<file path="config.mk">
export PLATFORM = sky130hd
export DESIGN_NAME = blinkt_led_serial_rx
export DESIGN_NICKNAME = d
export VERILOG_FILES = /design/src/rtl/blinkt_led_serial_rx.sv
export SDC_FILE = /design/constraint.sdc
export NUM_CORES = 1
export LEC_CHECK = 0
export ABC_AREA = 1
export ABC_CLOCK_PERIOD_IN_PS = 1700
export CAP_MARGIN = 20
export CORE_MARGIN = 2
export CORE_UTILIZATION = 40
export CTS_CLUSTER_SIZE = 25
export DETAILED_ROUTE_END_ITERATION = 10
export GPL_TIMING_DRIVEN = 0
export HOLD_SLACK_MARGIN = 0.06
export PLACE_DENSITY = 0.65
export SLEW_MARGIN = 20
export SYNTH_ARGS = -nofsm -noshare
export SYNTH_HDL_FRONTEND = slang
export SYNTH_SLANG_ARGS = --single-unit
</file>
<file path="constraint.sdc">
create_clock -name clk_clk -period 1.7 [get_ports clk_clk]
set_input_delay 0.425 -clock clk_clk [delete_from_list [all_inputs] [get_ports clk_clk]]
set_output_delay 0.425 -clock clk_clk [all_outputs]
set_load 0.03 [all_outputs]
</file>
<file path="src/rtl/blinkt_led_serial_rx.sv">
// APA102/Blinkt serial link receiver: synchronises serial_clk/serial_data, finds the
// 32-zero start frame and decodes NUM_LEDS 32-bit LED words onto a valid/ready port.
module blinkt_led_serial_rx #(
   parameter int NUM_LEDS     = 8,
   parameter int IDX_W        = 3,
   parameter int SYNC_STAGES  = 2,
   parameter int IDLE_TIMEOUT = 1024
) (
   input  logic             clk_clk,
   input  logic             reset_reset_n,
   input  logic             serial_clk,
   input  logic             serial_data,
   output logic             led_valid,
   input  logic             led_ready,
   output logic [IDX_W-1:0] led_index,
   output logic [4:0]       led_brightness,
   output logic [7:0]       led_blue,
   output logic [7:0]       led_green,
   output logic [7:0]       led_red,
   output logic             frame_start,
   output logic             frame_done,
   output logic             frame_error,
   output logic             overrun
);

   localparam int IDLE_W = $clog2(IDLE_TIMEOUT + 1);

   typedef enum logic [1:0] {HUNT, ARMED, WORD, ARMED_NEXT} state_t;

   logic [SYNC_STAGES-1:0] sclk_sync, sdat_sync;
   logic                   sclk_dly, edge_q, bit_q;

   // Edge strobe and its data bit are registered together so they stay aligned.
   always_ff @(posedge clk_clk or negedge reset_reset_n) begin
      if (!reset_reset_n) begin
         sclk_sync <= '0;
         sdat_sync <= '0;
         sclk_dly  <= 1'b0;
         edge_q    <= 1'b0;
         bit_q     <= 1'b0;
      end else begin
         sclk_sync <= {sclk_sync[SYNC_STAGES-2:0], serial_clk};
         sdat_sync <= {sdat_sync[SYNC_STAGES-2:0], serial_data};
         sclk_dly  <= sclk_sync[SYNC_STAGES-1];
         edge_q    <= sclk_sync[SYNC_STAGES-1] & ~sclk_dly;
         bit_q     <= sdat_sync[SYNC_STAGES-1];
      end
   end

   state_t            state_q, state_d;
   logic [5:0]        zero_q, zero_d;
   logic [5:0]        cnt_q, cnt_d;
   logic [30:0]       shift_q, shift_d;
   logic [IDX_W-1:0]  idx_q, idx_d;
   logic [IDLE_W-1:0] idle_q, idle_d;
   logic              valid_q, valid_d;
   logic [IDX_W-1:0]  hidx_q, hidx_d;
   logic [4:0]        bri_q, bri_d;
   logic [7:0]        blu_q, blu_d, grn_q, grn_d, red_q, red_d;
   logic              start_q, start_d, done_q, done_d, err_q, err_d, ovr_q, ovr_d;
   logic [31:0]       word;
   logic              accept;

   assign word   = {shift_q, bit_q};
   assign accept = valid_q & led_ready;

   always_ff @(posedge clk_clk or negedge reset_reset_n) begin
      if (!reset_reset_n) begin
         state_q <= HUNT;
         zero_q  <= '0;
         cnt_q   <= '0;
         shift_q <= '0;
         idx_q   <= '0;
         idle_q  <= '0;
         valid_q <= 1'b0;
         hidx_q  <= '0;
         bri_q   <= '0;
         blu_q   <= '0;
         grn_q   <= '0;
         red_q   <= '0;
         start_q <= 1'b0;
         done_q  <= 1'b0;
         err_q   <= 1'b0;
         ovr_q   <= 1'b0;
      end else begin
         state_q <= state_d;
         zero_q  <= zero_d;
         cnt_q   <= cnt_d;
         shift_q <= shift_d;
         idx_q   <= idx_d;
         idle_q  <= idle_d;
         valid_q <= valid_d;
         hidx_q  <= hidx_d;
         bri_q   <= bri_d;
         blu_q   <= blu_d;
         grn_q   <= grn_d;
         red_q   <= red_d;
         start_q <= start_d;
         done_q  <= done_d;
         err_q   <= err_d;
         ovr_q   <= ovr_d;
      end
   end

   always_comb begin
      state_d = state_q;
      zero_d  = zero_q;
      cnt_d   = cnt_q;
      shift_d = shift_q;
      idx_d   = idx_q;
      idle_d  = idle_q;
      valid_d = valid_q & ~accept;
      hidx_d  = hidx_q;
      bri_d   = bri_q;
      blu_d   = blu_q;
      grn_d   = grn_q;
      red_d   = red_q;
      start_d = 1'b0;
      done_d  = 1'b0;
      err_d   = 1'b0;
      ovr_d   = 1'b0;

      case (state_q)
         HUNT: begin
            if (edge_q) begin
               if (bit_q) begin
                  zero_d = '0;
               end else if (zero_q == 6'd31) begin
                  zero_d  = 6'd32;
                  state_d = ARMED;
                  start_d = 1'b1;
                  idx_d   = '0;
               end else begin
                  zero_d = zero_q + 6'd1;
               end
            end
         end

         ARMED: begin
            if (edge_q && bit_q) begin
               shift_d = 31'd1;
               cnt_d   = 6'd1;
               idle_d  = '0;
               state_d = WORD;
            end
         end

         ARMED_NEXT: begin
            if (edge_q) begin
               shift_d = {30'd0, bit_q};
               cnt_d   = 6'd1;
               idle_d  = '0;
               state_d = WORD;
            end else if (idle_q == IDLE_W'(IDLE_TIMEOUT - 1)) begin
               err_d   = 1'b1;
               state_d = HUNT;
               zero_d  = '0;
               idle_d  = '0;
            end else begin
               idle_d = idle_q + 1'b1;
            end
         end

         WORD: begin
            if (edge_q) begin
               idle_d  = '0;
               shift_d = word[30:0];
               cnt_d   = cnt_q + 6'd1;
               if (cnt_q == 6'd31) begin
                  cnt_d = '0;
                  // An all-zero word is a fresh start frame arriving mid-stream.
                  if (word == 32'd0) begin
                     start_d = 1'b1;
                     idx_d   = '0;
                     state_d = ARMED;
                  end else if (word[31:29] == 3'b111) begin
                     if (!valid_q || accept) begin
                        valid_d = 1'b1;
                        hidx_d  = idx_q;
                        bri_d   = word[28:24];
                        blu_d   = word[23:16];
                        grn_d   = word[15:8];
                        red_d   = word[7:0];
                     end else begin
                        ovr_d = 1'b1;
                     end
                     if (idx_q == IDX_W'(NUM_LEDS - 1)) begin
                        done_d  = 1'b1;
                        state_d = HUNT;
                        zero_d  = '0;
                     end else begin
                        idx_d   = idx_q + 1'b1;
                        state_d = ARMED_NEXT;
                     end
                  end else begin
                     err_d   = 1'b1;
                     state_d = HUNT;
                     zero_d  = '0;
                  end
               end
            end else if (idle_q == IDLE_W'(IDLE_TIMEOUT - 1)) begin
               err_d   = 1'b1;
               state_d = HUNT;
               zero_d  = '0;
               cnt_d   = '0;
               idle_d  = '0;
            end else begin
               idle_d = idle_q + 1'b1;
            end
         end

         default: state_d = HUNT;
      endcase
   end

   assign led_valid      = valid_q;
   assign led_index      = hidx_q;
   assign led_brightness = bri_q;
   assign led_blue       = blu_q;
   assign led_green      = grn_q;
   assign led_red        = red_q;
   assign frame_start    = start_q;
   assign frame_done     = done_q;
   assign frame_error    = err_q;
   assign overrun        = ovr_q;

endmodule

</file>
==> metrics.cfg <==
[place]
dpl_cell_area_sq_um=5340
globalplace.congestion=0.868
portBuffers=41
dp_slack_ns=-0.287
dp_hpwl_um=7240

[routing]
wl_met1_um=5320
routed_wirelength_um=11000
met2_wirelength_um=4920
wl_met3_um=556
drc=0
drt_first_pass_iters=5
post_drt_wl_per_cell_um=14.0
num_vias=4095
routed.top_layer=met4
antenna_left=0
drt_iter0_drc=282
vias_per_cell=5.20

[yosys]
synth_edf_count=0
yosysUniqueCellTypes=35
yosys_warnings=0
avgSynthCellArea_sq_um=8.50
synth_nets=566
async_flop_share_pct=100
synth_top_area_share_pct=54.6
synth_top_family_by_area=simple AND/OR/NAND/NOR gates
muxShareOfSynthArea_pct=0
synthXorXnorAreaFrac_pct=1.48
synth-adder-area-share_pct=1.32
synth_area_leaders=dfrtp_1, nand2_1, nand3_1, inv_1, o21ai_0
synthCells=556
synth_flop_cell=dfrtp_1
syn_area_sq_um=4720
synth_largest_area_cell=dfrtp_1
seq_area_frac_synth_pct=54.6
synthSimpleGateAreaFrac_pct=23.7
synth_compound_area_share_pct=11.5
ys_seq_elements=103

[sta]
hold-worst-slack_ns=0.349
fmax_ghz=0.588
period_minus_slack_ns=1.70
worst-slew-pin-transition_ns=0.431
fin_skew_ns=0.0127
period_share_pct=100
setup_violations=0
fin_tns_setup_ns=0
slew_headroom_pct=70.9
slew_viol_final=0
hold_violations=0
timing.final.ws_setup_ns=0.000474
rsz0062_at_grt=true

[grt]
overflow=0
grt_pass1_vias=3899
grt_pass1_wl_um=19100
grt_max_degree=65
grt_antenna_before_repair=0
grt_usage_pct=18.4

[final_layout]
fin_nets=649
design_area_sq_um=6120
layout_commonest_cell=dfrtp_1
fill_cells=1027
drive_above_1_share_pct=21.3
final_core_util_pct=53.4
syn_to_final_growth_pct=29.6
final_cell_mix=dfrtp_1, nand2_1, inv_1, nand3_1, o21ai_0
antenna_cells=0

[critical_path]
critPathBufInv=2
timing.reg2reg.setup_slack_ns=0.0005
crit_slowest_cell=dfrtp_1
start_kind=flop
crit_path_max_incr_delay_ns=0.42
critical_path_class=flop to flop
crit_fanout=10
crit_family=simple AND/OR/NAND/NOR gates
cp_common_cell=nor2_4
worstSetupEndpointType=flop
required_ns=1.93
arrival_ns=1.93
path_cells=buf_4, nor2_4, nand2_2, nor2_4, nand3_4, buf_6, nand2_1, o21ai_1

[die]
core-area_sq_um=11500
die_h_um=113
num_rows=39
fp.dieW_um=113
die_area_sq_um=12700
start_util_pct=41.2
io_pins=42

[flow_run]
drv_cap=0

[clocking]
htreeDepth=3
numCtsBuffers=9
clk_pin_slew_ns=0.07
clk_latency_ns=0.35
clockBufferDepth=2
cts_num_sinks=103
root_buffer=clkbuf_16
cts_tree=done

[worst_hold_path]
min_path_type=flop to flop

[outcome]
outcome=finished, final reports clean

[power_and_ir_drop]
ir_drop_v=0.000454
p_leak_nw=3.01
cellPowerDensity_nw_per_um2=766

## state kept, by name (all words and copies together), names as in the netlist, 2 cells and up
name and cells:
sclk_sync 2, cnt_q 6, zero_q 6, led_red 8, led_blue 8, state_q 2
led_index 3, idle_q 11, led_brightness 5, shift_q 31, sdat_sync 2, led_green 8
idx_q 3
## cells in the mapped netlist (4+ instances only)
master,instances
a21oi_1,6
buf_2,9
clkbuf_1,5
dfrtp_1,103
ha_1,5
inv_1,63
nand2_1,122
nand3_1,58
nand4_1,9
nor2_1,49
nor2_2,4
nor3_1,5
o2111ai_1,5
o21ai_0,44
o21ai_1,35
xor2_1,7
## kinds of logic after synthesis
| group | Yosys count |
|---|---|
| flip-flops | 103 |
| AO/OA/AOI/OAI | 99 |
| AND/OR/NAND/NOR | 256 |
| XOR/XNOR | 8 |
| adder cells (fa/ha/maj) | 5 |
| buffers and inverters | 85 |
## report_power, final
part           internal, mW  switching [mW]  total [mW]
sequential             2.47          0.0216        2.49
clock                  1.03            1.00        2.03
combinational        0.0644           0.105       0.169
## stage by stage
stage | cells | power (mW)
3_5_place_dp | 741 | 2.67
2_1_floorplan | 556 | 2.58
4_1_cts | 776 | 4.70
6_report | 787 | 4.69
5_1_grt | 787 | 4.87
3_3_place_gp | 740 | 2.66
## routing by layer
metal  track usage, %  up-vias
met5                0        -
met4             6.34        0
met3             2.43       19
met2             27.3      109
met1             28.0     1977
li1                 -     1990
## area by class of cell
type                       count  area, sq um  share of cell area (%)
inverter                      66          250                    4.09
clock buffer                   9          225                    3.68
multi-input combinational    369         2050                    33.4
timing repair buffer          71          628                    10.3
tap                          143          179                    2.92
buffer                        19          149                    2.43
sequential                   103         2580                    42.1
clock inverter                 7         62.6                    1.02
## timing repair
item / in CTS / in global routing
endpoints found under the setup margin: 119 / 83
gates cloned: 4 / 0
hold endpoints to repair: 39 / 0
pin swaps: 4 / 10
resized for setup: 75 / 63
buffers inserted: 14 / 11
hold buffers: 1 / 0
## path summary, 6_finish.rpt
| path | cells past startpoint | to | startpoint |
|---|---|---|---|
| max in group asynchronous | 3 | edge_q | reset_reset_n |
| worst max register to register | 8 | led_red[0] | state_q[0] |
| min in group asynchronous | 2 | led_green[2] | reset_reset_n |
| worst max-delay path | 8 | led_red[0] | state_q[0] |
| worst min register to register | 0 | bit_q | sdat_sync[1] |
| worst min-delay path | 0 | bit_q | sdat_sync[1] |
Note: power is estimated with default switching activity, not from simulation.
